<file path="src/rtl/num_stream_tokenizer.sv">
// Streaming ASCII-to-integer tokenizer: splits a valid/ready byte stream into
// signed decimal tokens and emits saturated two's-complement values.
module num_stream_tokenizer #(
    parameter int OUT_W       = 32,
    parameter int CNT_W       = 11,
    parameter int MULTI_DELIM = 1
) (
    input  logic             clk,
    input  logic             rst_n,
    input  logic             clear,
    input  logic             start,
    input  logic [7:0]       in_data,
    input  logic             in_valid,
    output logic             in_ready,
    input  logic             in_last,
    output logic [OUT_W-1:0] out_value,
    output logic             out_valid,
    input  logic             out_ready,
    output logic             out_last,
    output logic [CNT_W-1:0] num_count,
    output logic             parse_done,
    output logic             err_invalid_char,
    output logic             err_overflow
);

    localparam int ACC_W = OUT_W + 4;
    localparam logic [OUT_W-1:0] POS_LIMIT = {1'b0, {(OUT_W-1){1'b1}}};
    localparam logic [OUT_W-1:0] NEG_LIMIT = {1'b1, {(OUT_W-1){1'b0}}};

    typedef enum logic [2:0] {
        S_IDLE, S_SKIP, S_NUM, S_EMIT, S_DONE, S_ERROR
    } state_t;

    state_t           state;
    logic [OUT_W-1:0] mag;
    logic             neg;
    logic             have_digit;

    logic             is_digit;
    logic             is_minus;
    logic             is_delim;
    logic             accept;
    logic             base_neg;
    logic             sat;
    logic [OUT_W-1:0] base_mag;
    logic [OUT_W-1:0] limit;
    logic [OUT_W-1:0] acc_mag;
    logic [OUT_W-1:0] acc_value;
    logic [OUT_W-1:0] mag_value;
    logic [ACC_W-1:0] product;

    // NOTE: every always_comb output gets a value on every path, so no latches are inferred.
    always_comb begin
        is_digit = (in_data >= 8'h30) && (in_data <= 8'h39);
        is_minus = (in_data == 8'h2D);
        is_delim = (in_data == 8'h20);
        if (MULTI_DELIM != 0) begin
            is_delim = is_delim || (in_data == 8'h2C) || (in_data == 8'h09) ||
                       (in_data == 8'h0D) || (in_data == 8'h0A);
        end
        accept    = in_valid && in_ready;
        // A digit seen in SKIP starts a fresh positive token from zero.
        base_neg  = (state == S_NUM) && neg;
        base_mag  = (state == S_NUM) ? mag : '0;
        limit     = base_neg ? NEG_LIMIT : POS_LIMIT;
        product   = ACC_W'(base_mag) * ACC_W'(10) + ACC_W'(in_data[3:0]);
        sat       = product > ACC_W'(limit);
        acc_mag   = sat ? limit : product[OUT_W-1:0];
        acc_value = base_neg ? -acc_mag : acc_mag;
        mag_value = neg ? -mag : mag;
    end

    // NOTE: sequential state uses non-blocking assignments only, so every register
    // sees the pre-edge values of the others.
    always_ff @(posedge clk or negedge rst_n) begin
        if (!rst_n) begin
            // NOTE: only plain registers here; there is no storage array needing a reset policy.
            state            <= S_IDLE;
            mag              <= '0;
            neg              <= 1'b0;
            have_digit       <= 1'b0;
            in_ready         <= 1'b0;
            out_value        <= '0;
            out_valid        <= 1'b0;
            out_last         <= 1'b0;
            num_count        <= '0;
            parse_done       <= 1'b0;
            err_invalid_char <= 1'b0;
            err_overflow     <= 1'b0;
        end else if (clear) begin
            state            <= S_IDLE;
            mag              <= '0;
            neg              <= 1'b0;
            have_digit       <= 1'b0;
            in_ready         <= 1'b0;
            out_value        <= '0;
            out_valid        <= 1'b0;
            out_last         <= 1'b0;
            num_count        <= '0;
            parse_done       <= 1'b0;
            err_invalid_char <= 1'b0;
            err_overflow     <= 1'b0;
        end else begin
            case (state)
                S_IDLE: begin
                    if (start) begin
                        state            <= S_SKIP;
                        in_ready         <= 1'b1;
                        num_count        <= '0;
                        err_invalid_char <= 1'b0;
                        err_overflow     <= 1'b0;
                    end
                end
                S_SKIP, S_NUM: begin
                    if (accept) begin
                        if (is_digit) begin
                            mag        <= acc_mag;
                            neg        <= base_neg;
                            have_digit <= 1'b1;
                            if (sat) err_overflow <= 1'b1;
                            if (in_last) begin
                                state     <= S_EMIT;
                                in_ready  <= 1'b0;
                                out_valid <= 1'b1;
                                out_value <= acc_value;
                                out_last  <= 1'b1;
                            end else begin
                                state <= S_NUM;
                            end
                        end else if (is_delim && state == S_SKIP) begin
                            if (in_last) begin
                                state      <= S_DONE;
                                in_ready   <= 1'b0;
                                parse_done <= 1'b1;
                            end
                        end else if (is_delim && have_digit) begin
                            state     <= S_EMIT;
                            in_ready  <= 1'b0;
                            out_valid <= 1'b1;
                            out_value <= mag_value;
                            out_last  <= in_last;
                        end else if (is_minus && state == S_SKIP && !in_last) begin
                            state      <= S_NUM;
                            mag        <= '0;
                            neg        <= 1'b1;
                            have_digit <= 1'b0;
                        end else begin
                            state            <= S_ERROR;
                            in_ready         <= 1'b0;
                            parse_done       <= 1'b1;
                            err_invalid_char <= 1'b1;
                        end
                    end
                end
                S_EMIT: begin
                    if (out_ready) begin
                        out_valid <= 1'b0;
                        if (num_count != '1) num_count <= num_count + CNT_W'(1);
                        if (out_last) begin
                            state      <= S_DONE;
                            parse_done <= 1'b1;
                        end else begin
                            state    <= S_SKIP;
                            in_ready <= 1'b1;
                        end
                    end
                end
                S_DONE: begin
                    if (start) begin
                        state        <= S_SKIP;
                        in_ready     <= 1'b1;
                        parse_done   <= 1'b0;
                        num_count    <= '0;
                        err_overflow <= 1'b0;
                    end
                end
                S_ERROR: begin
                    // Held until clear or reset; start is deliberately ignored.
                end
                default: begin
                    state <= S_IDLE;
                end
            endcase
        end
    end

endmodule

</file>
<file path="config.mk">
export PLATFORM = sky130hd
export DESIGN_NAME = num_stream_tokenizer
export DESIGN_NICKNAME = d
export VERILOG_FILES = /design/src/rtl/num_stream_tokenizer.sv
export SDC_FILE = /design/constraint.sdc
export NUM_CORES = 1
export LEC_CHECK = 0
export BUFFER_PORTS_ARGS = -buffer_cell sky130_fd_sc_hd__buf_2
export CAP_MARGIN = 15
export CORE_MARGIN = 2
export CORE_UTILIZATION = 55
export DETAILED_ROUTE_END_ITERATION = 8
export GPL_ROUTABILITY_DRIVEN = 0
export PLACE_DENSITY = 0.76
export SLEW_MARGIN = 20
export SYNTH_ARGS = -nofsm -noshare
export SYNTH_HDL_FRONTEND = slang
export SYNTH_SLANG_ARGS = --single-unit
</file>
<file path="constraint.sdc">
create_clock -name clk -period 9.4 [get_ports clk]
set_input_delay 1.88 -clock clk [delete_from_list [all_inputs] [get_ports clk]]
set_output_delay 1.88 -clock clk [all_outputs]
set_load 0.005 [all_outputs]
</file>
==> results.ini <==
[status]
outcome = finished clean

[clock_network]
cts_sinks = 86
cts_buffers = 9
clkSlewWorstSetupHoldPaths_ns = 0.07
clk_path_buf_depth = 2
root_buffer = clkbuf_16
clk_latency_ns = 0.34
cts_hold_buffers = 0
cts_tree = yes
htreeDepth = 3

[global_route]
grt_pass1_vias = 9400
grt_pass1_wl_um = 48510
grt.overflow.total = 0
antenna_found_initial = 1
grt_max_degree = 76
grtUsageTotal_pct = 30.64

[setup_path]
setup.worst_path.start = state[0]
path_class = flip-flop to flip-flop
crit_required_ns = 9.62
r2r_slack_ns = 0.43
end_kind = flip-flop
reg2reg_from = state[0]
cpMostUsedCell = ha_1
crit_path_max_fanout = 13
max_stage_delay_ns = 0.59
start_kind = flip-flop
critPathSlowestCell = or4_4
cp.arrival_ns = 9.19

[yosys]
synth_edf_count = 0
synth_area_leaders = dfrtp_1, ha_1, nand2_1
yosysMostFrequentCell = nand2_1
syn_area_um2 = 9889
ys_ff_latch = 86
ys_async_sr_fraction_pct = 100.0
synth_top_cells_by_count = nand2_1, nor2_1, a21oi_1
yosys_warnings = 0
synth_cell_types = 87
yosysTopAreaCell = dfrtp_1
seq_area_frac_synth_pct = 21.76
netlist_instances = 1300
synth_top_area_share_pct = 21.76
synth_fp_nets = 1408
ys.flop_type = dfrtp_1
synth_area_per_cell_um2 = 7.607

[pwr]
p_per_area_nw_per_um2 = 80.18
power_w = 0.0008799
p_leak_nw = 5.082
ir_drop_uv = 129.0

[sta]
max_slew_margin_pct = 25.09
setup_viol = 0
hold_violations = 0
tightest_slew_ns = 1.120
skew_ns = 0.01169
max_freq_ghz = 0.1115
fin_crit_ns = 8.969
final_max_slew_viol_count = 0
finalCritPeriodShare_pct = 95.41

[drt]
wl_um = 30400
vias_per_cell = 6.531
drc = 0
dr.first_iter.drc_count = 882
drtPass1Iterations = 6
wl_per_cell_um = 19.11
ant_nets = 0
dr_total_vias = 10390

[placement]
port_buffers = 63
place_hpwl_um = 23290

[worst_hold_path]
hp-class = flip-flop to flip-flop
worstHoldStart = out_value[7]

[run]
cap_violations = 0

[floorplan]
core_area_um2 = 17780
start_util_pct = 55.62
io-pin-count = 64
die_y_um = 138.1
die_area_um2 = 19070
fp.dieW_um = 138.1
rows = 49

[finish]
final_util_pct = 61.72
syn2layout_area_growth_pct = 10.97
nets = 1465
drive_gt1_share_pct = 12.56

final cells by class:
cell class	count	area, µm²
clock inverter	4	25.02
tap	229	286.5
timing repair buffer	113	694.4
antenna	1	2.502
fill	1603	6805
sequential	86	2152
multi-input combinational	1117	7468
clock buffer	11	232.7
inverter	30	112.6
final timing paths:
check                           endpoint  depth (start not counted)
setup / recovery           out_value[26]                         35
hold / removal              out_value[7]                          2
setup reg to reg           out_value[26]                         35
hold reg to reg             out_value[7]                          2
max in group asynchronous         mag[9]                          2
min in group asynchronous  out_value[29]                          1
stage by stage:
stage	worst slack (ns)	instances	setup TNS (ns)	hold WS, ns	instance area, µm²
after floorplan	0.3441	1300	0	0.4685	9889
after global placement	0.1329	1569	0	0.4621	10560
after detailed placement	-0.005532	1569	-0.005532	0.4735	10560
after CTS	0.02603	1584	0	0.4905	10820
after global routing	-0.06086	1590	-0.1148	0.5062	10970
final	0.4312	1591	0	0.4882	10970
layout by cell type (no fill, tap or decap), types with 23 or more instances in the layout:
cell type  instances
inv_1             27
ha_1              91
a21oi_1           90
nor2_1           115
dfrtp_1           86
and2_1            44
buf_2             63
xnor2_1           60
o21ai_1           42
nand3_1           26
nor3_1            38
or3_1             23
xor2_1            30
o21ai_0           75
nand4_1           30
nand2_1          154
buf_4             49
metal layers:
layer	share of wire, %	track usage, %	vias up
met4	2.9	10.37	0
li1	-	-	4953
met5	0	0	-
met2	45	47.94	518
met3	8.4	4.607	64
met1	44	43.53	4856
state kept, by name, indices dropped and copies added, names as in the netlist:
name              flops
out_last              1
num_count            11
mag                  32
err_invalid_char      1
neg                   1
out_value            32
have_digit            1
in_ready              1
state                 3
out_valid             1
parse_done            1
err_overflow          1
critical path: cells and delay by family, from the launching register on:
kind	cells	cell delay, ns
muxes	1	0.34
AOI/OAI and AO/OA	9	2.13
adders and majority gates	4	1.12
DFF	1	0.37
buffers and inverters	2	0.27
xor gates and xnor gates	2	0.50
and+or+nand+nor	17	4.08
report_power, final:
group / total, W / internal, W / leakage [nW] / switching (W)
sequential: 0.000396 / 0.000383 / 1.19 / 0.0000130
clock: 0.000321 / 0.000177 / 0.121 / 0.000145
combinational: 0.000163 / 0.0000585 / 3.77 / 0.000104
cells by family after synthesis:
| group | share of synthesized area [%] |
|---|---|
| buffers and inverters | 4.048 |
| multiplexers | 0.7464 |
| XOR/XNOR | 8.679 |
| AO/OA/AOI/OAI | 26.06 |
| flip-flops | 21.76 |
| AND/OR/NAND/NOR | 26.86 |
| adder cells (fa/ha/maj) | 11.84 |
timing repair:
| item | in CTS | in global routing |
|---|---|---|
| setup buffers | 0 | 4 |
| setup endpoints to repair | 0 | 7 |
| gates resized for setup | 0 | 26 |
(Power assumes the default switching activity.)
